## src/rtl/bcd2bin_seq.sv

```systemverilog
// rtl/bcd2bin_seq.sv - sequential packed-BCD to binary converter (reverse double-dabble)
module bcd2bin_seq #(
  parameter int BCD_DIGITS = 4,
  parameter int BIN_WIDTH  = 14
) (
  input  logic                      clk,
  input  logic                      reset,
  input  logic                      start,
  input  logic [4*BCD_DIGITS-1:0]   bcd,
  output logic [BIN_WIDTH-1:0]      bin,
  output logic                      ready,
  output logic                      busy,
  output logic                      err
);

  localparam int N  = 4 * BCD_DIGITS;
  localparam int CW = $clog2(N);
  localparam logic [CW-1:0] CNT_LAST = CW'(N - 1);

  typedef enum logic [1:0] {
    IDLE   = 2'd0,
    SHIFT  = 2'd1,
    ADJUST = 2'd2,
    DONE   = 2'd3
  } state_t;

  state_t                 state_q, state_d;
  logic [N-1:0]           bcd_r_q, bcd_r_d;
  logic [N-1:0]           bin_r_q, bin_r_d;
  logic [CW-1:0]          cnt_q, cnt_d;
  logic [BIN_WIDTH-1:0]   bin_q, bin_d;
  logic                   ready_q, ready_d;
  logic                   busy_q, busy_d;
  logic                   err_q, err_d;
  logic                   bad_digit;

  // Flag any raw input digit outside 0..9
  always_comb begin
    bad_digit = 1'b0;
    for (int i = 0; i < BCD_DIGITS; i++) begin
      if (bcd[4*i +: 4] > 4'd9) bad_digit = 1'b1;
    end
  end

  // Next-state and datapath: shift one bit per SHIFT, correct digits >= 8 per ADJUST
  always_comb begin
    state_d = state_q;
    bcd_r_d = bcd_r_q;
    bin_r_d = bin_r_q;
    cnt_d   = cnt_q;
    bin_d   = bin_q;
    err_d   = err_q;
    case (state_q)
      IDLE: begin
        if (start) begin
          bcd_r_d = bcd;
          bin_r_d = '0;
          cnt_d   = '0;
          if (bad_digit) begin
            err_d   = 1'b1;
            bin_d   = '0;
            state_d = DONE;
          end else begin
            err_d   = 1'b0;
            state_d = SHIFT;
          end
        end
      end
      SHIFT: begin
        {bcd_r_d, bin_r_d} = {bcd_r_q, bin_r_q} >> 1;
        cnt_d = cnt_q + 1'b1;
        if (cnt_q == CNT_LAST) begin
          // Result is captured on entry to DONE so it is valid alongside ready
          bin_d   = bin_r_d[BIN_WIDTH-1:0];
          state_d = DONE;
        end else begin
          state_d = ADJUST;
        end
      end
      ADJUST: begin
        for (int i = 0; i < BCD_DIGITS; i++) begin
          if (bcd_r_q[4*i+3]) bcd_r_d[4*i +: 4] = bcd_r_q[4*i +: 4] - 4'd3;
        end
        state_d = SHIFT;
      end
      DONE: begin
        state_d = IDLE;
      end
      default: begin
        state_d = IDLE;
      end
    endcase
    ready_d = (state_d == DONE);
    busy_d  = (state_d != IDLE);
  end

  // State and registered outputs, synchronous reset abandons any conversion
  always_ff @(posedge clk) begin
    if (reset) begin
      state_q <= IDLE;
      bcd_r_q <= '0;
      bin_r_q <= '0;
      cnt_q   <= '0;
      bin_q   <= '0;
      ready_q <= 1'b0;
      busy_q  <= 1'b0;
      err_q   <= 1'b0;
    end else begin
      state_q <= state_d;
      bcd_r_q <= bcd_r_d;
      bin_r_q <= bin_r_d;
      cnt_q   <= cnt_d;
      bin_q   <= bin_d;
      ready_q <= ready_d;
      busy_q  <= busy_d;
      err_q   <= err_d;
    end
  end

  assign bin   = bin_q;
  assign ready = ready_q;
  assign busy  = busy_q;
  assign err   = err_q;

endmodule

```

## config.mk

```make
export PLATFORM = sky130hd
export DESIGN_NAME = bcd2bin_seq
export DESIGN_NICKNAME = d
export VERILOG_FILES = /design/src/rtl/bcd2bin_seq.sv
export SDC_FILE = /design/constraint.sdc
export NUM_CORES = 1
export LEC_CHECK = 0
export CAP_MARGIN = 20
export CORE_MARGIN = 5
export CORE_UTILIZATION = 30
export CTS_CLUSTER_DIAMETER = 50
export DETAILED_ROUTE_END_ITERATION = 8
export SLEW_MARGIN = 30
export SYNTH_ARGS = -nofsm -noshare
export SYNTH_HDL_FRONTEND = slang
export SYNTH_SLANG_ARGS = --single-unit
```

## constraint.sdc

```tcl
create_clock -name clk -period 3.4 [get_ports clk]
set_input_delay 0.85 -clock clk [delete_from_list [all_inputs] [get_ports clk]]
set_output_delay 0.85 -clock clk [all_outputs]
set_load 0.02 [all_outputs]
```

# Word-level counts from Yosys, hierarchy flattened
# Index checks and enable logic that the tools add are counted.
# Widths: inputs -> output; s select.
dict set report op_classes {
  n_mux 23
  n_reduce_logical 12
  addsub 5
  n_eq_ne 12
  magnitude_cmp 4
}
# cell count
set ops {}
lappend ops {{$pmux 16 s3} 1}
lappend ops {{$mux 14} 3}
lappend ops {{$mux 16} 2}
lappend ops {{$pmux 16 s2} 1}
lappend ops {{$pmux 14 s2} 1}
lappend ops {{$mux 4} 5}
lappend ops {{$gt 4x4->1 const B} 4}
lappend ops {{$sub 4x2->4 const B} 4}
lappend ops {{$ne 2x2->1 const B} 7}
lappend ops {{$reduce_and 3->1} 4}
lappend ops {{$pmux 2 s4} 1}
lappend ops {{$pmux 4 s2} 1}
lappend ops {{$eq 2x2->1 const B} 3}
lappend ops {{$mux 1} 6}
lappend ops {{$reduce_and 2->1} 3}
lappend ops {{$add 4x1->4 const B} 1}
lappend ops {{$eq 4x4->1 const B} 1}
lappend ops {{$mux 2} 2}
lappend ops {{$reduce_and 4->1} 1}
lappend ops {{$reduce_bool 2->1} 2}
lappend ops {{$reduce_bool 3->1} 1}
lappend ops {{$eq 2x1->1 const B} 1}
lappend ops {{$logic_not 2->1} 1}
dict set report word_totals {
  out_inout_bits 17
  input_bits 19
  word_cells 68
  ff_bits 55
}

# Depth between registers and ports, before layout
# Gate-level depths: netlist of run 1.
dict set report depth {
  ltp_word 9
  depth_mapped 8
  depth_no_buf 6
}

# Worst setup path after synthesis of run 1
# Ideal clock, no wire load.
dict set report synth_timing {
  kind {in2reg}
  start {input port bcd[14]}
  end {register bin_q[0], in the netlist bin[0]}
  t_required_ps 3341
  path_slack_ps 1483
  cell_stages 5
  n_path_buf 1
  arrival_ps 1858
  cell_sequence {o21ai_0 and4_1 o2bb2ai_1 buf_2 a22o_1}
}
dict set report synth_between {
  elab_chain_len 4
}
# element line_no
set synth_lines {}
lappend synth_lines {{start: declaration} 9} ;# input logic [4*BCD_DIGITS-1:0] bcd,
lappend synth_lines {{$gt 4x4->1} 41} ;# if (bcd[4*i +: 4] > 4'd9) bad_digit = 1'b1;
lappend synth_lines {{$mux 1} 41}
lappend synth_lines {{$ne 2x2->1 (no source line)} --}
lappend synth_lines {{$reduce_and 4->1 (no source line)} --}
lappend synth_lines {{end signal: assignment} 113} ;# bin_q <= bin_d;
lappend synth_lines {{end: declaration} 31} ;# logic [BIN_WIDTH-1:0] bin_q, bin_d;
# No other way between the ends.
# A chain may end at the register's enable or synchronous reset.

# Final worst setup path of run 1
dict set report layout_timing {
  start {register state_q[1]}
  end {register bin_q[8], in the netlist bin[8]}
}
dict set report layout_between {
  elab_chain_len 3
  word_cells_on_any_way 8
}
# element line_no
set layout_lines {}
lappend layout_lines {{start: declaration} 27} ;# state_t state_q, state_d;
lappend layout_lines {{start signal: assignment} 109} ;# state_q <= state_d;
lappend layout_lines {{$eq 2x1->1 or $logic_not 2->1 (tied branches)} 53} ;# case (state_q)
lappend layout_lines {{$ne 2x2->1 (no source line) or $reduce_bool 2->1 (tied branches)} --}
lappend layout_lines {{$reduce_and 4->1 (no source line)} --}
# Parallel ways exist; a longest one is shown, timed or not.

==> results.yml, run 1 <==
setup_path:
  endpoint_kind: "flop"
  path_delay_family: "compound AO/OA/AOI/OAI gates"
  worstPathCellList: "inv_1 -> ha_1 -> nand4_4 -> o41ai_4 -> a22o_1"
  cp.arrival_ns: 2.90
  crit_type: "flop to flop"
  cp-start-kind: "flop"
  cp_slowest_stage_delay_ns: 0.84
  critPathRequiredTime_ns: 3.65
  path_buf_inv: 1
  cp_slowest_cell: "o41ai_4"
  critPathMaxFanout: 23
clocking:
  numCtsBuffers: 5
  htree_levels: 2
  clk_path_buf_depth: 2
  cts_tree: "built"
  cts_resized: 0
  cts_root_buf: "clkbuf_8"
  numClockSinks: 54
  postCtsSetupRepairBufs: 0
  clk_latency_ns: 0.30
  cts_hold_buf: 0
  clk_pin_slew_ns: 0.09
route:
  met3_length_um: 136
  drtIter0Drc: 112
  dr.max_layer_used: "met4"
  via_per_inst: 5.12
  wl_met2_um: 2590
  vias: 2078
  drt_wl_total_um: 5590
  wl_met1_um: 2770
  first_pass_iters: 4
  remaining_drc_errors: 0
  ant_nets: 0
  wire_per_inst_um: 13.8
status:
  status: "completed"
final_layout:
  n_antenna_cell: 0
  layout.nets: 329
  layout-area-overhead-vs-synth_pct: 19.0
  post-route-util_pct: 37.0
  drive_above_1_share_pct: 7.31
  most-common-layout-cells: "dfxtp_1, nor2_1, clkdlybuf4s50_1"
  fillers: 842
  final_common_cell: "dfxtp_1"
  finalNonFillerCells: 406
die:
  start_util_pct: 31.1
  rows: 33
  die_x_um: 102
  fp.dieH_um: 102
  num_io_pins: 36
  core_sq_um: 8260
  die_area_sq_um: 10500
sta:
  max_clock_freq_ghz: 0.377
  setup_viol: 0
  hold_viol_final: 0
  fin_setup_tns_ns: 0
  slew_viol_final: 0
  finClkSkew_ns: 0.00505
  worst_slack_ns: 0.747
  min_period_ns: 2.65
  maxSlewHeadroom_pct: 34.0
  timing.final.crit_share_pct: 78.0
  grt_setup_unrepaired: "no"
  max_slew.worst_pin.slew_ns: 0.990
place:
  io_buffers: 35
  dp_worst_setup_slack_ns: 0.598
  hpwl_um: 3800
  place_inst: 399
  place_congestion: 0.730
power_and_ir_drop:
  power.leakage_uw: 0.00110
  p_per_area_nw_per_um2: 688
  ir_drop_mv: 0.219
yosys:
  synth-edff-count: 0
  syn_nets: 304
  yosys_warnings: 0
  ys_async_sr_fraction_pct: 0
  ys.flop_type: "dfxtp_1"
  netlist-cell-type-count: 38
  yosysSeqAreaShare_pct: 42.1
  netlist_instances: 276
  postSynthAreaPerCell_sq_um: 9.30
  synth.cell_area_sq_um: 2570
  synth-seq-cells: 54
run:
  maxCapViolCount: 0
global_route:
  grt_pass1_vias: 1872
  grt_overflow: 0
  grt_use_total_pct: 11.0
  grt_start_max_net_pins: 38
  grt_pass1_wl_um: 9290
  antenna_found_initial: 0
worst_hold_path:
  hp-class: "flop to flop"
-- path summary, 6_finish.rpt --
kind / startpoint / endpoint / slack [ns] / depth (start not counted)
hold / removal: bin[11] / bin[11] / 0.49 / 1
hold reg to reg: bin[11] / bin[11] / 0.49 / 1
setup reg to reg: state_q[1] / bin[8] / 0.75 / 5
setup / recovery: state_q[1] / bin[8] / 0.75 / 5
-- state kept, by name, summed over array words and instances, names as in the netlist --
name	cells
bcd_r_q	16
bin_r_q	15
bin	14
cnt_q	4
state_q	2
busy	1
err	1
ready	1
-- routing by layer --
metal	track usage, %	up-vias
met3	1.89	7
met4	3.83	0
met1	15.2	985
li1	-	1060
met5	0	-
met2	17.3	26
-- layout make-up --
type,count,area (sq um),area share (%)
Tap cell,105,131,4.30
Timing Repair Buffer,37,365,12.0
Inverter,3,11.3,0.369
Sequential cell,54,1080,35.4
Clock buffer,5,68.8,2.25
Clock inverter,2,15.0,0.492
Multi-Input combinational cell,200,1380,45.2
-- worst register-to-register path, cell delays in order (launching register included) --
cell and delay (ns):
dfxtp_1 0.36, inv_1 0.10, ha_1 0.81, nand4_4 0.24
o41ai_4 0.84, a22o_1 0.25
-- cells in the mapped netlist (all sizes together), types with 2 or more instances --
| cell type | n | share of area, % |
|---|---|---|
| nor2 | 36 | 5.3 |
| buf | 12 | 2.9 |
| nand3b | 2 | 0.58 |
| ha | 9 | 4.4 |
| dfxtp | 54 | 42 |
| nor2b | 8 | 2.0 |
| o211ai | 12 | 3.5 |
| inv | 3 | 0.44 |
| nor3 | 6 | 3.1 |
| nand2 | 17 | 2.5 |
| a22oi | 16 | 4.7 |
| a21oi | 19 | 3.7 |
| clkbuf | 7 | 1.0 |
| mux2i | 6 | 2.3 |
| nand3 | 5 | 0.97 |
| nand2b | 9 | 2.2 |
| a32oi | 4 | 1.4 |
| a21o | 6 | 1.8 |
| o21ai | 10 | 2.0 |
| a22o | 14 | 4.8 |
| xnor2 | 4 | 1.4 |
| a311oi | 5 | 1.7 |
-- report_power, final --
part	leakage, uW	switching (uW)	internal, uW	total (uW)
sequential	0.000439	119	742	861
clock	0.0000362	205	141	346
combinational	0.000628	521	372	894
-- logic make-up (layout without fill, tap and decap cells) --
group           Yosys count  after routing  synth area share, %
flops                    54             54                 42.1
compound gates           92             92                 26.4
simple gates             89             89                 19.0
fa+ha+maj                 9              9                 4.39
xor+xnor                  4              4                 1.37
mux                       6              6                 2.34
buf+inv                  22             47                 4.39
-- per-stage QoR --
step	hold WS [ns]	power [uW]	cell area [sq um]
after floorplan	0.443	1580	2570
after global placement	0.466	1750	2960
after detailed placement	0.463	1770	2970
after CTS	0.491	2120	3050
after global routing	0.503	2270	3050
final	0.488	2100	3050
(Power assumes the default switching activity.)
==> inputs of run 2 (changes only) <==
clock period = 2.2 ns   (was 3.4 ns; I/O delays follow)
==> results.yml, run 2 (synthesis gave the netlist of run 1 again) <==
route:
  first_pass_iters: 4
  ant_nets: 0
  via_per_inst: 4.93
  drtIter0Drc: 136
  wire_per_inst_um: 13.3
  vias: 2117
  drt_wl_total_um: 5710
  remaining_drc_errors: 0
place:
  place_congestion: 0.758
  placed_area_sq_um: 3140
  io_buffers: 35
  place_inst: 421
  hpwl_um: 3960
worst_hold_path:
  hp-class: "flop to flop"
  whs_endpoint: "bin[9]"
  hold_start: "bin[9]"
  worstHoldPathCells: 1
setup_path:
  r2r_setup_slack_ns: 0.29
  critPathRequiredTime_ns: 2.46
  r2r_cells: 6
  endpoint_kind: "flop"
  crit_type: "primary input to flop"
  cp-start-kind: "primary input"
  critPathMaxFanout: 14
  r2r-start: "state_q[1]"
  r2r-end: "bin[1]"
  cp.arrival_ns: 2.32
sta:
  hold_viol_final: 0
  maxSlewHeadroom_pct: 47.0
  max_slew.worst_pin.slew_ns: 0.792
  finClkSkew_ns: 0.00795
  slew_viol_final: 0
  timing.final.crit_share_pct: 93.7
  hold_slack_ns: 0.492
  max_clock_freq_ghz: 0.485
  setup_viol: 0
  min_period_ns: 2.06
  grt_setup_unrepaired: "no"
clocking:
  htree_levels: 2
  postCtsSetupRepairBufs: 0
  cts_hold_buf: 0
  clk_pin_slew_ns: 0.11
  numCtsBuffers: 5
  cts_tree: "built"
  clk_path_buf_depth: 2
  cts_resized: 0
  numClockSinks: 54
  cts_root_buf: "clkbuf_8"
  clk_latency_ns: 0.32
global_route:
  grt_use_total_pct: 11.2
  grt_start_max_net_pins: 34
  antenna_found_initial: 0
  grt_pass1_vias: 1997
  grt_pass1_wl_um: 9560
  grt_overflow: 0
final_layout:
  layout.nets: 351
  final_cell_area_sq_um: 3260
  drive_above_1_share_pct: 13.6
  n_antenna_cell: 0
  largest_reg_flops: 16
  regMostFlops: "bcd_r_q"
  finalNonFillerCells: 429
  layout-area-overhead-vs-synth_pct: 27.0
  post-route-util_pct: 39.5
  final_common_cell: "dfxtp_1"
  most-common-layout-cells: "dfxtp_1, nor2_1, clkdlybuf4s50_1"
die:
  num_io_pins: 36
  core_sq_um: 8260
  fp.dieH_um: 102
  rows: 33
  die_area_sq_um: 10500
  start_util_pct: 31.1
  die_x_um: 102
power_and_ir_drop:
  seqPwrFrac_pct: 37.7
  clockPowerShare_pct: 20.1
  switching_share_pct: 38.7
  internal_power_uw: 2150
  power.leakage_uw: 0.00124
  power_switching_uw: 1360
  power_uw: 3500
  p_per_area_nw_per_um2: 1080
  ir_drop_mv: 0.356
  combPwrFrac_pct: 42.2
status:
  status: "completed"
run:
  maxCapViolCount: 0
[run 2: per-stage QoR]
step | TNS, ns | worst slack [ns]
4_1_cts | 0 | 0.103
5_1_grt | 0 | 0.0508
2_1_floorplan | 0 | 0.583
3_5_place_dp | -3.01 | -0.224
3_3_place_gp | -6.08 | -0.216
6_report | 0 | 0.138
[run 2: worst max-delay path by stage]
stage / from / to / slack (ns)
global placement: start / bin_r_q[1] / -0.22
finish: bcd[14] / bin[1] / 0.14
global route: bcd[14] / bin[1] / 0.05
CTS: bcd[14] / bin[1] / 0.10
detailed placement: bcd[14] / bin[10] / -0.22
floorplan: bcd[14] / bin[0] / 0.58
[run 2: layout make-up]
cell class                      instances  area, sq um
Tap cell                              105          131
Inverter                                3         11.3
Timing Repair Buffer                   59          543
Clock inverter                          3         47.5
Fill cell                             843         5000
Clock buffer                            5         68.8
Multi-Input combinational cell        200         1380
Sequential cell                        54         1080
[run 2: power by group through the flow]
stage	Clock, uW	Combinational, uW	Sequential (uW)
after floorplan	0	1120	1330
after global routing	762	1660	1350
after global placement	0	1470	1340
after CTS	725	1490	1320
after detailed placement	0	1480	1340
final	703	1480	1320
[run 2: critical path, stage by stage]
cell	delay [ns]
clkdlybuf4s50_1	0.48
o21ai_0	0.09
and4_1	0.29
o41ai_4	0.67
a22o_1	0.23
[run 2: metal layers]
layer / GRT usage (%) / vias to the layer above / part of all wire, %
li1: - / 1095 / -
met1: 15.1 / 986 / 48
met2: 18.2 / 34 / 49
met3: 2.03 / 2 / 3.1
met4: 3.63 / 0 / 0.82
met5: 0 / - / 0
